[src/rtl/vga_timing.sv]
// Raster timing generator: registered pixel/line counters with sync, blank
// and frame-start flags, advanced by a pixel enable.
module vga_timing #(
  parameter int unsigned H_ACTIVE = 1024,
  parameter int unsigned H_FP     = 24,
  parameter int unsigned H_SYNC   = 136,
  parameter int unsigned H_BP     = 160,
  parameter int unsigned V_ACTIVE = 768,
  parameter int unsigned V_FP     = 3,
  parameter int unsigned V_SYNC   = 6,
  parameter int unsigned V_BP     = 29,
  parameter logic        SYNC_ACT = 1'b1
) (
  input  logic        clk,
  input  logic        rst,
  input  logic        pix_en,
  output logic [10:0] vcount_out,
  output logic        vsync_out,
  output logic        vblnk_out,
  output logic [10:0] hcount_out,
  output logic        hsync_out,
  output logic        hblnk_out,
  output logic        frame_start
);

  localparam int unsigned H_TOTAL = H_ACTIVE + H_FP + H_SYNC + H_BP;
  localparam int unsigned V_TOTAL = V_ACTIVE + V_FP + V_SYNC + V_BP;

  localparam logic [10:0] H_LAST      = 11'(H_TOTAL - 1);
  localparam logic [10:0] H_BLNK_BEG  = 11'(H_ACTIVE);
  localparam logic [10:0] H_SYNC_BEG  = 11'(H_ACTIVE + H_FP);
  localparam logic [10:0] H_SYNC_END  = 11'(H_ACTIVE + H_FP + H_SYNC - 1);
  localparam logic [10:0] V_LAST      = 11'(V_TOTAL - 1);
  localparam logic [10:0] V_BLNK_BEG  = 11'(V_ACTIVE);
  localparam logic [10:0] V_SYNC_BEG  = 11'(V_ACTIVE + V_FP);
  localparam logic [10:0] V_SYNC_END  = 11'(V_ACTIVE + V_FP + V_SYNC - 1);

  logic [10:0] h_next;
  logic [10:0] v_next;
  logic        h_wrap;
  logic        frame_wrap;
  logic        hsync_next;
  logic        vsync_next;
  logic        hblnk_next;
  logic        vblnk_next;

  // Flags decode the next count so they land in the same register stage as it.
  always_comb begin
    h_wrap     = (hcount_out == H_LAST);
    frame_wrap = h_wrap && (vcount_out == V_LAST);
    h_next     = h_wrap ? '0 : hcount_out + 11'd1;
    v_next     = vcount_out;
    if (h_wrap) begin
      v_next = (vcount_out == V_LAST) ? '0 : vcount_out + 11'd1;
    end
    hblnk_next = (h_next >= H_BLNK_BEG);
    vblnk_next = (v_next >= V_BLNK_BEG);
    hsync_next = ((h_next >= H_SYNC_BEG) && (h_next <= H_SYNC_END)) ? SYNC_ACT : ~SYNC_ACT;
    vsync_next = ((v_next >= V_SYNC_BEG) && (v_next <= V_SYNC_END)) ? SYNC_ACT : ~SYNC_ACT;
  end

  always_ff @(posedge clk or negedge rst) begin
    if (!rst) begin
      hcount_out  <= '0;
      vcount_out  <= '0;
      hblnk_out   <= 1'b0;
      vblnk_out   <= 1'b0;
      hsync_out   <= ~SYNC_ACT;
      vsync_out   <= ~SYNC_ACT;
      frame_start <= 1'b0;
    end else if (pix_en) begin
      hcount_out  <= h_next;
      vcount_out  <= v_next;
      hblnk_out   <= hblnk_next;
      vblnk_out   <= vblnk_next;
      hsync_out   <= hsync_next;
      vsync_out   <= vsync_next;
      frame_start <= frame_wrap;
    end
  end

endmodule

[config.mk]
export PLATFORM = sky130hd
export DESIGN_NAME = vga_timing
export DESIGN_NICKNAME = d
export VERILOG_FILES = /design/src/rtl/vga_timing.sv
export SDC_FILE = /design/constraint.sdc
export NUM_CORES = 1
export LEC_CHECK = 0
export CAP_MARGIN = 25
export CORE_AREA = 2 2 76 78
export DETAILED_ROUTE_END_ITERATION = 16
export DIE_AREA = 0 0 78 80
export PLACE_DENSITY = 0.66
export RECOVER_POWER = 25
export SYNTH_ARGS = -nofsm -noshare
export SYNTH_HDL_FRONTEND = slang
export SYNTH_SLANG_ARGS = --single-unit
[constraint.sdc]
create_clock -name clk -period 2.7 [get_ports clk]
set_input_delay 0.405 -clock clk [delete_from_list [all_inputs] [get_ports clk]]
set_output_delay 0.405 -clock clk [all_outputs]
set_load 0.01 [all_outputs]
Yosys cells after proc, flatten, opt, wreduce, memory -nomap -nowiden
Index checks and enable logic that the tools add are counted.

operators by class
  $add $sub $neg = 2
  magnitude comparators = 6
  eq/ne operators = 2
  muxes and demuxes = 5
  reductions and logical operators = 3

operators by type and width
  cell                                                                      number
  11-bit 2-to-1 mux                                                         3
  11-bit by 1-bit adder with 11-bit output (second input constant)          2
  11-bit by 10-bit >= comparator with 1-bit output (second input constant)  2
  11-bit >= comparator (second input constant)                              2
  11-bit by 10-bit equality test with 1-bit output (second input constant)  1
  11-bit equality test (second input constant)                              1
  11-bit by 10-bit <= comparator with 1-bit output (second input constant)  1
  11-bit <= comparator (second input constant)                              1
  1-bit logical AND                                                         3
  1-bit 2-to-1 mux                                                          2

word-level totals
  bits in registers = 27
  bits of input ports = 3
  output and inout bits = 27

Logic depth before layout (Yosys ltp)
  depth in word-level cells = 6
  gate-level depth with buffers = 9

Least setup slack after synthesis
OpenSTA, ideal clock, no wires.

  path type = register -> register
  start point = register hcount_out[1]
  end point = register vsync_out
  arrival time = 1.976 ns
  slack = 0.603 ns
  cell stages (with the launch flop) = 10
  buffers on the path = 2
  period minus slack after synthesis = 2.097 ns
  cell sequence = dfrtp_1 -> ha_1 -> and2_1 -> and4_1 -> buf_4 -> buf_2 -> nor2_1 -> nor4_1 -> mux2i_1 -> a32o_1

between the ends
  cells in the longest elaborated chain, start to end = 5
  elaborated cells between the ends (all ways) = 6
  classes of those cells = order compare: 2; eq/ne: 1; mux: 2; reduce/logical: 1

ends and longest elaborated chain
  what                                                                                                                  line  RTL
  start, declared                                                                                                       20    output logic [10:0] hcount_out,
  start signal, assigned                                                                                                72    hcount_out <= h_next;
  11-bit equality test (*)                                                                                              49    h_wrap = (hcount_out == H_LAST);
  11-bit 2-to-1 mux (*)                                                                                                 53    if (h_wrap) begin
  11-bit by 10-bit >= comparator with 1-bit output or 11-bit by 10-bit <= comparator with 1-bit output (tied branches)  59    vsync_next = ((v_next >= V_SYNC_BEG) && (v_next <= V_SYNC_END)) ? SYNC_ACT : ~SYNC_ACT;
  1-bit logical AND (*)                                                                                                 59
  1-bit 2-to-1 mux (*)                                                                                                  59
  end signal, assigned                                                                                                  69    vsync_out <= ~SYNC_ACT;
  end signal, assigned                                                                                                  77    vsync_out <= vsync_next;
  end, declared                                                                                                         18    output logic vsync_out,

Every way passes the cells marked *; elsewhere a longest branch is shown, timed or not.
A chain may end at the register's enable or synchronous reset.

Final worst setup path
  start point = register hcount_out[1]
  end point = register vcount_out[4]

between the ends
  cells in the longest elaborated chain, start to end = 2

ends and longest elaborated chain
  what                  line  RTL
  11-bit equality test  49
  11-bit 2-to-1 mux     53
  end signal, assigned  73    vcount_out <= v_next;
  end, declared         17    output logic [10:0] vcount_out,

Every way passes these cells.

==> impl_results.md <==
* DR vias at 1744
* Via-to-Cell Ratio at 5.572
* Share of cells above drive strength 1 at 5.809%
* Setup WS post-layout at 292.7 ps
* Slew @ Worst Pin at 1526 ps
* DR iter-0 viols at 102
* # hold bufs at CTS at 0
* Antenna viol nets, final at 0
* Die ar. at 6240 um2
* Final Hold Viols at 0
* Total Wirelength at 4504 um
* Post-synthesis sequential area ratio at 37.14%
* Clock transition at the registers of the reported paths at 100 ps
* # diodes at 0
* Vias in the first global route at 1668
* Total Power at 1.008 mW
* Library cells used by synthesis at 44
* Count leader, synth: dfrtp_1
* Synthesized area per cell at 8.422 um2
* Average routed wire per standard cell at 14.39 um
* Largest net degree at the start of global routing at 28
* Clk buf depth at 2
* DR WL met3 at 270 um
* Min cycle time layout at 2407 ps
* Failing checks: max-capacitance violations, max-slew violations
* Skew-Pair Late Insertion Delay at 280 ps
* GRT Residual Overflow at 0
* Max IR drop VDD at 0.3651 mV
* CTS resizes at 0
* Area of the core at 5405 um2
* First-pass iteration count of the detailed router at 4
* Die Ht at 80 um
* Max Clock Skew at 5.972 ps
* Multi-input gate area at 1046 um2
* Post-synthesis register bit count at 27
* Total CTS buffers at 3
* Met2 routed WL at 2100 um
* Layout area overhead at 22.83%
* Area contributors post-synth: dfrtp_1, o21ai_0, nand2_1, xnor2_1, o31ai_1
* Top cells by count, synth: dfrtp_1, nand2_1, o21ai_0
* Outcome: finished, violations left
* RSZ-0062 raised after global routing: false
* Pwr per Cell Area at 451.1 nW/um2
* GRT Resource Usage Total at 15.55%
* Post-synth EDFFs at 0
* Synth area leader: dfrtp_1
* DP HPWL at 3198 um
* Ys async rst share at 100.0%
* Routed length on met1 at 2058 um
* Setup violations, final at 0
* Post-CTS Setup Inserts at 0
* Clock root buffer: clkbuf_8
* First-pass GRT wire length at 7872 um
* Fmax at 415.4 MHz
* Setup TNS at 0 ps
* Initial antenna violation count at 0
* Ports at 30
* Final-layout fill cell count at 562
* TritonCTS clock tree: built
* Startpoint Class: flop
* Drt drc at 0
* Die W at 78 um
* Worst path required time at 2860 ps
* Top layer in use: met4
* Max-slew headroom at -1.708%
* Mapped Cells at 216
* Clk sinks at 27
* Final worst-path cycle share at 89.16%
* Starting Density at 33.66%
* Synth Net Count at 223
* Slew Viols, Final at 28
* Static leakage at 0.8955 nW
* Hold WS at 494.9 ps
* PortBufs at 29
* Crit Path Max Fanout at 12
* Dpl ws at 332.5 ps
* Crit path DAT at 2570 ps
* Hold/Removal Path Class: reg2reg
* Site Rows at 27
* Yosys top cell area share at 37.14%
* Post-Syn Area at 1819 um2
* Critical Setup Path Class: reg2reg
* Syn. warnings at 0
* Nets@finish at 249
* H-Tree Level Count at 1
* CP endpoint kind: flop
* Maxcap violations at 1
* Main flop type after synthesis: dfrtp_1
* Reg area at 675.6 um2
* Global placement routability congestion at 0.9037
-- cell type report --
cell class / instances / share of cell area [%]
tap: 72 / 4.031
timing repair buffer: 38 / 15.85
clock inverter: 1 / 0.2240
inverter: 6 / 1.008
clock buffer: 3 / 1.848
multi-input combinational: 166 / 46.81
sequential: 27 / 30.24
-- critical path, stage by stage (launching register included) --
cell and delay (ps):
dfrtp_1 460, ha_1 280, and2_1 240, and4_1 420, buf_4 230, nand2_1 250
o21ai_0 290, o31ai_1 120
-- report_power, final --
part           internal (mW)  total [mW]  switching [mW]
clock network          0.104       0.242           0.138
registers              0.441       0.507          0.0656
logic                  0.142       0.259           0.118
total                  0.687        1.01           0.321
-- placed cells by master (no fill, tap or decap), types with 4 or more instances in the layout --
cell and n:
buf_4 8, clkdlybuf4s50_1 28, and3_1 5, a21oi_1 9, ha_1 4, nand3_1 10
o31ai_1 8, o21ai_0 20, inv_1 5, nand4_1 8, nand2b_1 4, nor2_1 15
nand2_1 22, and2_1 5, dfrtp_1 27, xnor2_1 9
-- through the flow --
stage               instances  cell area, um2  util (%)
finish                    313            2235     41.34
global route              313            2235     41.34
CTS                       313            2238     41.41
detailed placement        309            2192     40.56
global placement          309            2192     40.56
floorplan                 216            1819         -
-- logic make-up (layout without fill, tap and decap cells) --
family          Yosys count  in the layout  share of synthesized area (%)
compound gates           61             61                          22.08
xor+xnor                  9              9                          4.333
fa+ha+maj                 4              4                          2.751
buf+inv                  23             48                          5.364
flops                    27             27                          37.14
mux                       3              3                          1.651
simple gates             89             89                          26.68
-- final timing paths --
kind / from / to / depth (start not counted) / slack, ps
min in group asynchronous: rst / hcount_out[0]$_DFFE_PN0P_ / 2 / 1020
max reg2reg: hcount_out[1]$_DFFE_PN0P_ / vcount_out[4]$_DFFE_PN0P_ / 7 / 290
min reg2reg: frame_start$_DFFE_PN0P_ / frame_start$_DFFE_PN0P_ / 2 / 490
max in group asynchronous: rst / hblnk_out$_DFFE_PN0P_ / 2 / 800
min: frame_start$_DFFE_PN0P_ / frame_start$_DFFE_PN0P_ / 2 / 490
max: hcount_out[1]$_DFFE_PN0P_ / vcount_out[4]$_DFFE_PN0P_ / 7 / 290
-- state kept, by name, summed over array words and instances, names as in the netlist --
register     flops
frame_start      1
hblnk_out        1
hcount_out      11
hsync_out        1
vblnk_out        1
vcount_out      11
vsync_out        1
-- metal layers --
metal  up-vias  GRT usage, %
met5         -             0
met4         0         5.263
met3         8         3.167
met2        68         25.34
met1       817         20.58
li1        851             -
Power figures use the tool's default switching activity.
